[config.mk]
export PLATFORM = sky130hd
export DESIGN_NAME = display_mux
export DESIGN_NICKNAME = d
export VERILOG_FILES = /design/src/rtl/display_mux.sv
export SDC_FILE = /design/constraint.sdc
export NUM_CORES = 1
export LEC_CHECK = 0
export ABC_AREA = 1
export CORE_MARGIN = 5
export CORE_UTILIZATION = 45
export CTS_BUF_LIST = sky130_fd_sc_hd__clkbuf_4 sky130_fd_sc_hd__clkbuf_8
export CTS_CLUSTER_DIAMETER = 120
export CTS_CLUSTER_SIZE = 14
export DETAILED_ROUTE_END_ITERATION = 7
export PLACE_DENSITY = 0.78
export SLEW_MARGIN = 20
export SYNTH_ARGS = -nofsm -noshare
export SYNTH_HDL_FRONTEND = slang
export SYNTH_SLANG_ARGS = --single-unit
[constraint.sdc]
create_clock -name clk -period 1.65 [get_ports clk]
set_input_delay 0.495 -clock clk [delete_from_list [all_inputs] [get_ports clk]]
set_output_delay 0.495 -clock clk [all_outputs]
set_load 0.01 [all_outputs]
[src/rtl/display_mux.sv]
`default_nettype none
// ============================================================================
// Module      : display_mux
// Description : Time-multiplexed driver for a 4-digit 7-segment display.
//               Holds a 16-bit hex value and 4 decimal-point bits in a
//               load-strobed register and scans the digits at a fixed
//               refresh rate. It drives the active digit's nibble to the
//               segment decoder, plus active-low anodes and decimal point.
//               Optional macro LEADING_ZERO_BLANK_EN auto-blanks leading
//               zero digits 3..1.
// Revision    : 1.0 - initial release
// ============================================================================
module display_mux #(
  parameter int CLKS_PER_DIGIT = 12500,
  parameter int CNT_W          = (CLKS_PER_DIGIT > 1) ? $clog2(CLKS_PER_DIGIT) : 1
) (
  input  logic        clk,
  input  logic        reset,
  input  logic        load,
  input  logic [15:0] value,
  input  logic [3:0]  dp_in,
  input  logic [3:0]  blank,
  output logic [3:0]  decision,
  output logic [3:0]  anode,
  output logic        dp_n,
  output logic        frame_start
);

  localparam logic [CNT_W-1:0] c_TICK_LAST = CNT_W'(CLKS_PER_DIGIT - 1);

  logic [15:0]      r_value;
  logic [3:0]       r_dp;
  logic [CNT_W-1:0] r_tick;
  logic [1:0]       r_idx;
  // Low for the first cycle after reset so digit 0 gets a full first slot
  // and is the first digit shown, whatever CLKS_PER_DIGIT is.
  logic             r_run;

  logic             w_advance;
  logic [1:0]       w_idx_next;
  logic [CNT_W-1:0] w_tick_next;
  logic [3:0]       w_auto_blank;
  logic [3:0]       w_blank;

  // Refresh counter next-state and digit advance decision.
  always_comb begin
    w_advance   = r_run && (r_tick == c_TICK_LAST);
    w_idx_next  = w_advance ? (r_idx + 2'd1) : r_idx;
    w_tick_next = r_tick;
    if (r_run) begin
      w_tick_next = (r_tick == c_TICK_LAST) ? '0 : (r_tick + 1'b1);
    end
  end

`ifdef LEADING_ZERO_BLANK_EN
  // A digit is a leading zero when it and every higher nibble are zero.
  // Digit 0 is always shown so a zero value still displays "0".
  assign w_auto_blank = {(r_value[15:12] == 4'h0),
                         (r_value[15:8]  == 8'h00),
                         (r_value[15:4]  == 12'h000),
                         1'b0};
`else
  assign w_auto_blank = 4'b0000;
`endif

  assign w_blank = blank | w_auto_blank;

  // Hold register, scan state and registered display outputs. Outputs are
  // built from the next digit index but the current held value, so a load
  // coinciding with a digit advance shows up one cycle after the advance.
  always_ff @(posedge clk) begin
    if (reset) begin
      r_value     <= 16'h0000;
      r_dp        <= 4'b0000;
      r_tick      <= '0;
      r_idx       <= 2'd0;
      r_run       <= 1'b0;
      decision    <= 4'h0;
      anode       <= 4'b1111;
      dp_n        <= 1'b1;
      frame_start <= 1'b0;
    end else begin
      r_run  <= 1'b1;
      r_tick <= w_tick_next;
      r_idx  <= w_idx_next;
      if (load) begin
        r_value <= value;
        r_dp    <= dp_in;
      end
      decision    <= r_value[{w_idx_next, 2'b00} +: 4];
      anode       <= w_blank[w_idx_next] ? 4'b1111 : ~(4'b0001 << w_idx_next);
      dp_n        <= w_blank[w_idx_next] | ~r_dp[w_idx_next];
      frame_start <= w_advance && (r_idx == 2'd3);
    end
  end

endmodule
`default_nettype wire
# Yosys cells after proc, flatten, opt, wreduce, memory -nomap -nowiden
# Cells that the tools add are included.
[classes]
n_addsub = 2
order_cmp = 1
eq_ne = 2
shifts = 2
muxes = 7
bitwise_logic = 3
reduce_logical = 3
[op_table]
columns = ["cell", "count"]
rows = [
  ["$shiftx A16 B5 Y4", 1],
  ["$add A14 B1 Y14 const B", 1],
  ["$eq A14 B14 Y1 const B", 1],
  ["$mux W14", 1],
  ["$bmux W1 S2", 2],
  ["$not A4 Y4", 1],
  ["$shl A1 B2 Y4 const A", 1],
  ["$lt A2 B3 Y1 const B", 1],
  ["$mux W1", 3],
  ["$add A2 B1 Y2 const B", 1],
  ["$eq A2 B2 Y1 const B", 1],
  ["$logic_and A1 B1 Y1", 2],
  ["$mux W2", 1],
  ["$reduce_or A2 Y1", 1],
  ["$not A1 Y1", 1],
  ["$or A1 B1 Y1", 1],
]
[totals]
regBits = 47
input_bits = 27
output_inout_bits = 10
word_cells = 29

# Depth between registers and ports, before layout
# Gate-level depths: netlist of run 1.
[logic_depth]
ltp_word = 7
ltp_mapped = 14
depth_no_buf = 13

# Worst setup path after synthesis of run 1
# OpenSTA, ideal clock, no wires.
[synth_timing]
kind = "reg-to-reg"
startpoint = "register r_tick[0]"
endpoint = "register anode[0]"
setup_ns = 0.123
arrival_time_ns = 1.554
required_ns = 1.527
slack_ns = -0.028
path_stages_with_launch = 14
path_buffers = 1
synth_period_minus_slack_ns = 1.678
path_cell_list = "dfxtp_1 ha_1 inv_1 nor2_1 nand2_1 nor2_2 nand2_2 nand2_4 nand2_2 buf_6 nand3_1 nand2_1 nor2_2 nand3_1"
[synth_via]
elab_chain_cells = 6
elab_cells_between_ends = 8
cone_classes = "1 x eq/ne; 1 x shift; 3 x mux; 1 x bitwise; 2 x reduce/logical"
[synth_lines]
columns = ["item", "line", "text"]
rows = [
  ["from (decl)", "33", "logic [CNT_W-1:0] r_tick;"],
  ["from (signal assigned)", "84", "r_tick <= w_tick_next;"],
  ["$eq A14 B14 Y1 *", "47", "w_advance = r_run && (r_tick == c_TICK_LAST);"],
  ["$logic_and A1 B1 Y1 *", "47", ""],
  ["$mux W2 *", "48", "w_idx_next = w_advance ? (r_idx + 2'd1) : r_idx;"],
  ["$bmux W1 S2", "91", "anode <= w_blank[w_idx_next] ? 4'b1111 : ~(4'b0001 << w_idx_next);"],
  ["$mux W1 (not written as such)", "91", ""],
  ["$reduce_or A2 Y1 (no line)", "--", ""],
  ["to (signal assigned)", "91", ""],
  ["to (decl)", "24", "output logic [3:0] anode,"],
]
# Every way passes the cells marked *; elsewhere a longest branch is shown, timed or not. The select of a mux whose other input is x is not followed.
# A chain may end at the register's enable or synchronous reset.

# Worst setup path after layout of run 1
[layout_timing]
startpoint = "register r_tick[1]"
endpoint = "register dp_n"
[layout_via]
elab_chain_cells = 7
elab_cells_between_ends = 9
cone_classes = "1 x eq/ne; 5 x mux; 2 x bitwise; 1 x reduce/logical"
[layout_lines]
columns = ["item", "line", "text"]
rows = [
  ["$eq A14 B14 Y1 *", "47", ""],
  ["$logic_and A1 B1 Y1 *", "47", ""],
  ["$mux W2 *", "48", ""],
  ["$bmux W1 S2", "92", "dp_n <= w_blank[w_idx_next] | ~r_dp[w_idx_next];"],
  ["$mux W1 (not written as such)", "92", ""],
  ["$not A1 Y1", "92", ""],
  ["$or A1 B1 Y1 *", "92", ""],
  ["to (signal assigned)", "92", ""],
  ["to (decl)", "25", "output logic dp_n,"],
]
# Marks and branches as above.

==> impl_metrics.env, run 1 <==
export IMPL_synthArstFlopShare=0
export IMPL_slowest_stage="dfxtp_2"
export IMPL_hp_start="r_tick[12]$_SDFFE_PP0P_"
export IMPL_path_clk_slew_ns=0.08
export IMPL_routed_via_density=5.226
export IMPL_worstPathArrival_ns=1.99
export IMPL_cts_tree="built"
export IMPL_fin_area_um2=3029
export IMPL_slew_headroom=0.6080
export IMPL_wl_per_cell_um=13.58
export IMPL_crit_top_cell="nand2_4"
export IMPL_critical_path_required_ns=1.90
export IMPL_cts_hold_fix_buffers=0
export IMPL_setup_viol=8
export IMPL_antenna_found_initial=0
export IMPL_yosysWarnings=0
export IMPL_min_period_over_period=1.051
export IMPL_hpwlAfterDp_mm=3.654
export IMPL_max_freq_mhz=576.8
export IMPL_syn_area_um2=2093
export IMPL_cap_viol_max_count=0
export IMPL_synth_common_cells="nand2_1, nor2_1, dfxtp_1, inv_1, o21ai_0"
export IMPL_n_antenna_cell=0
export IMPL_status="finished with violations"
export IMPL_synth_area_leaders="dfxtp_1, nand2_1, nor2_1"
export IMPL_fin_ws_ns=-0.08370
export IMPL_fp_row_count=24
export IMPL_synth_top_area_share=0.4495
export IMPL_syn_avg_cell_area_um2=7.024
export IMPL_dieArea_um2=6116
export IMPL_ys_seq_area_frac=0.4495
export IMPL_hold_viol=0
export IMPL_violations="negative setup slack"
export IMPL_critPathLaunchType="register"
export IMPL_dr_pass1_iters=4
export IMPL_initial_utilization=0.4710
export IMPL_synth_fp_nets=327
export IMPL_grt_pass1_vias=1975
export IMPL_port_buffers=36
export IMPL_clock_latency_ns=0.30
export IMPL_dpl_cell_area_um2=2686
export IMPL_tightest_slew_ns=0.5873
export IMPL_grt_overflow_total=0
export IMPL_syn_to_final_growth_pct=44.71
export IMPL_crit_fanout=5
export IMPL_wirelength_mm=5.651
export IMPL_end_kind="register"
export IMPL_cp_startpoint="r_tick[1]$_SDFFE_PP0P_"
export IMPL_grt_max_degree=22
export IMPL_holdWs_ns=0.4836
export IMPL_num_fill_cells=360
export IMPL_fp_dieH_um=78.21
export IMPL_p_per_area_nw_per_um2=750.6
export IMPL_timing_rr_start="r_tick[1]$_SDFFE_PP0P_"
export IMPL_synth_seq_cells=47
export IMPL_drtAntennaViolNets=0
export IMPL_dp_slack_ns=-0.1223
export IMPL_cts_sinks=47
export IMPL_holdCritPathClass="register to register"
export IMPL_ios=37
export IMPL_ys_types=29
export IMPL_path_class="register to register"
export IMPL_cts_root_buf="clkbuf_8"
export IMPL_drive_above_1_share=0.2225
export IMPL_first_iter_violations=135
export IMPL_vias=2174
export IMPL_post_route_util=0.6816
export IMPL_synth_edf_count=0
export IMPL_grt_pass1_wl_mm=8.728
export IMPL_slew_violations=0
export IMPL_vdd_drop_max_mv=0.4545
export IMPL_drc=0
export IMPL_ys_flop_type="dfxtp_1"
export IMPL_synthCells=298
export IMPL_track_usage=0.1764
export IMPL_fin_worst_skew_ns=0.005479
export IMPL_cts_buffers=5
export IMPL_die_x_um=78.21
export IMPL_final_nets=393
export IMPL_rsz0062_at_grt="true"
export IMPL_clockBufferDepth=2
export IMPL_place_gp_congestion=0.8313
export IMPL_crit_chain="ha_4 > inv_2 > nor2_2 > nand2_2 > nor2_4 > nand2_4 > buf_6 > nand2_4 > nand2_4 > buf_6 > nor3_4 > nor2_4 > nand3_2"
export IMPL_core_um2=4444
export IMPL_cellLeakagePower_nw=1.342
export IMPL_htree_levels=2
export IMPL_min_period_ns=1.734
export IMPL_synth_top_cell_by_area="dfxtp_1"
export IMPL_cpPeakStageDelay_ns=0.36
[state kept, by name, indices dropped and copies added (netlist names), 2 cells and up]
signal,flops
decision,4
r_dp,4
anode,4
r_value,16
r_tick,14
r_idx,2
[where the power goes]
group          total, mW  switching [mW]  internal [mW]
logic              0.236           0.110          0.126
clock network      0.829           0.369          0.461
registers           1.21          0.0283           1.18
total               2.27           0.507           1.77
[per-layer routing]
| layer | GRT usage | share of wire | wire [um] |
|---|---|---|---|
| met1 | 0.2232 | 0.43 | 2434 |
| met2 | 0.2894 | 0.48 | 2733 |
| met3 | 0.04119 | 0.056 | 318 |
| met4 | 0.07343 | 0.029 | 165 |
| met5 | 0 | 0 | 0 |
[what timing repair did]
action                     4_1_cts  5_1_grt
pin swaps                       14       11
gates resized for setup         21       32
buffers inserted                 2        0
setup endpoints to repair       13       24
gates cloned                     2        0
hold endpoints to repair         0        0
[worst paths after layout]
path | slack (ns) | to | cells past startpoint
hold / removal | 0.48 | r_tick[12]$_SDFFE_PP0P_ | 1
setup / recovery | -0.08 | dp_n$_SDFF_PP1_ | 13
hold reg to reg | 0.48 | r_tick[12]$_SDFFE_PP0P_ | 1
setup reg to reg | -0.08 | dp_n$_SDFF_PP1_ | 13
[layout by cell type (no fill, tap or decap), types with 4 or more instances in the layout]
cell type	instances
nor2_2	4
buf_4	25
clkbuf_8	5
nand3_1	13
dlygate4sd2_1	4
dlymetal6s2s_1	6
o21ai_0	24
buf_6	4
inv_2	4
nand2_4	6
dfxtp_1	44
inv_1	22
nand2_2	5
nor2_1	58
nand4_1	4
a21oi_1	13
nand2_1	52
nor3_1	9
nand3_2	7
clkdlybuf4s50_1	26
[cell type report]
class                           instances  area, um^2  share of cell area
Clock inverter                          1       30.03            0.009913
Inverter                               27       103.9             0.03428
Sequential cell                        47       944.7              0.3119
Clock buffer                            6       76.32             0.02520
Multi-Input combinational cell        217        1186              0.3916
Timing Repair Buffer                   66       623.1              0.2057
Tap cell                               52       65.06             0.02148
[worst max-delay path: cells and delay by family (launching register included)]
family,cells,cell delay [ns]
fa+ha+maj,1,0.14
flops,1,0.36
buf+inv,3,0.30
simple gates,9,0.89
[through the flow]
step | instances | power [mW] | setup TNS [ns]
final | 416 | 2.274 | -0.3049
after global routing | 416 | 2.366 | -1.195
after CTS | 416 | 2.269 | -0.02006
after detailed placement | 405 | 1.456 | -1.029
after global placement | 405 | 1.451 | -0.2112
after floorplan | 298 | 1.331 | 0
[kinds of logic after synthesis]
group                    Yosys count  synth area share
adder cells (fa/ha/maj)            2           0.01195
flip-flops                        47            0.4495
XOR/XNOR                           1          0.004185
buffers and inverters             36           0.07114
AND/OR/NAND/NOR                  168            0.3509
AO/OA/AOI/OAI                     44            0.1124
No activity file was read; power rests on OpenSTA's default activity.
==> inputs of run 2 (changes only) <==
--- a/config.mk
+++ b/config.mk
@@ -9,7 +9,7 @@
 export CORE_MARGIN = 5
 export CORE_UTILIZATION = 45
 export CTS_BUF_LIST = sky130_fd_sc_hd__clkbuf_4 sky130_fd_sc_hd__clkbuf_8
-export CTS_CLUSTER_DIAMETER = 120
+export CTS_CLUSTER_DIAMETER = 150
 export CTS_CLUSTER_SIZE = 14
 export DETAILED_ROUTE_END_ITERATION = 7
 export PLACE_DENSITY = 0.78
==> results of run 2 <==
No change in the layout: final DEF, timing and power equal those of run 1.
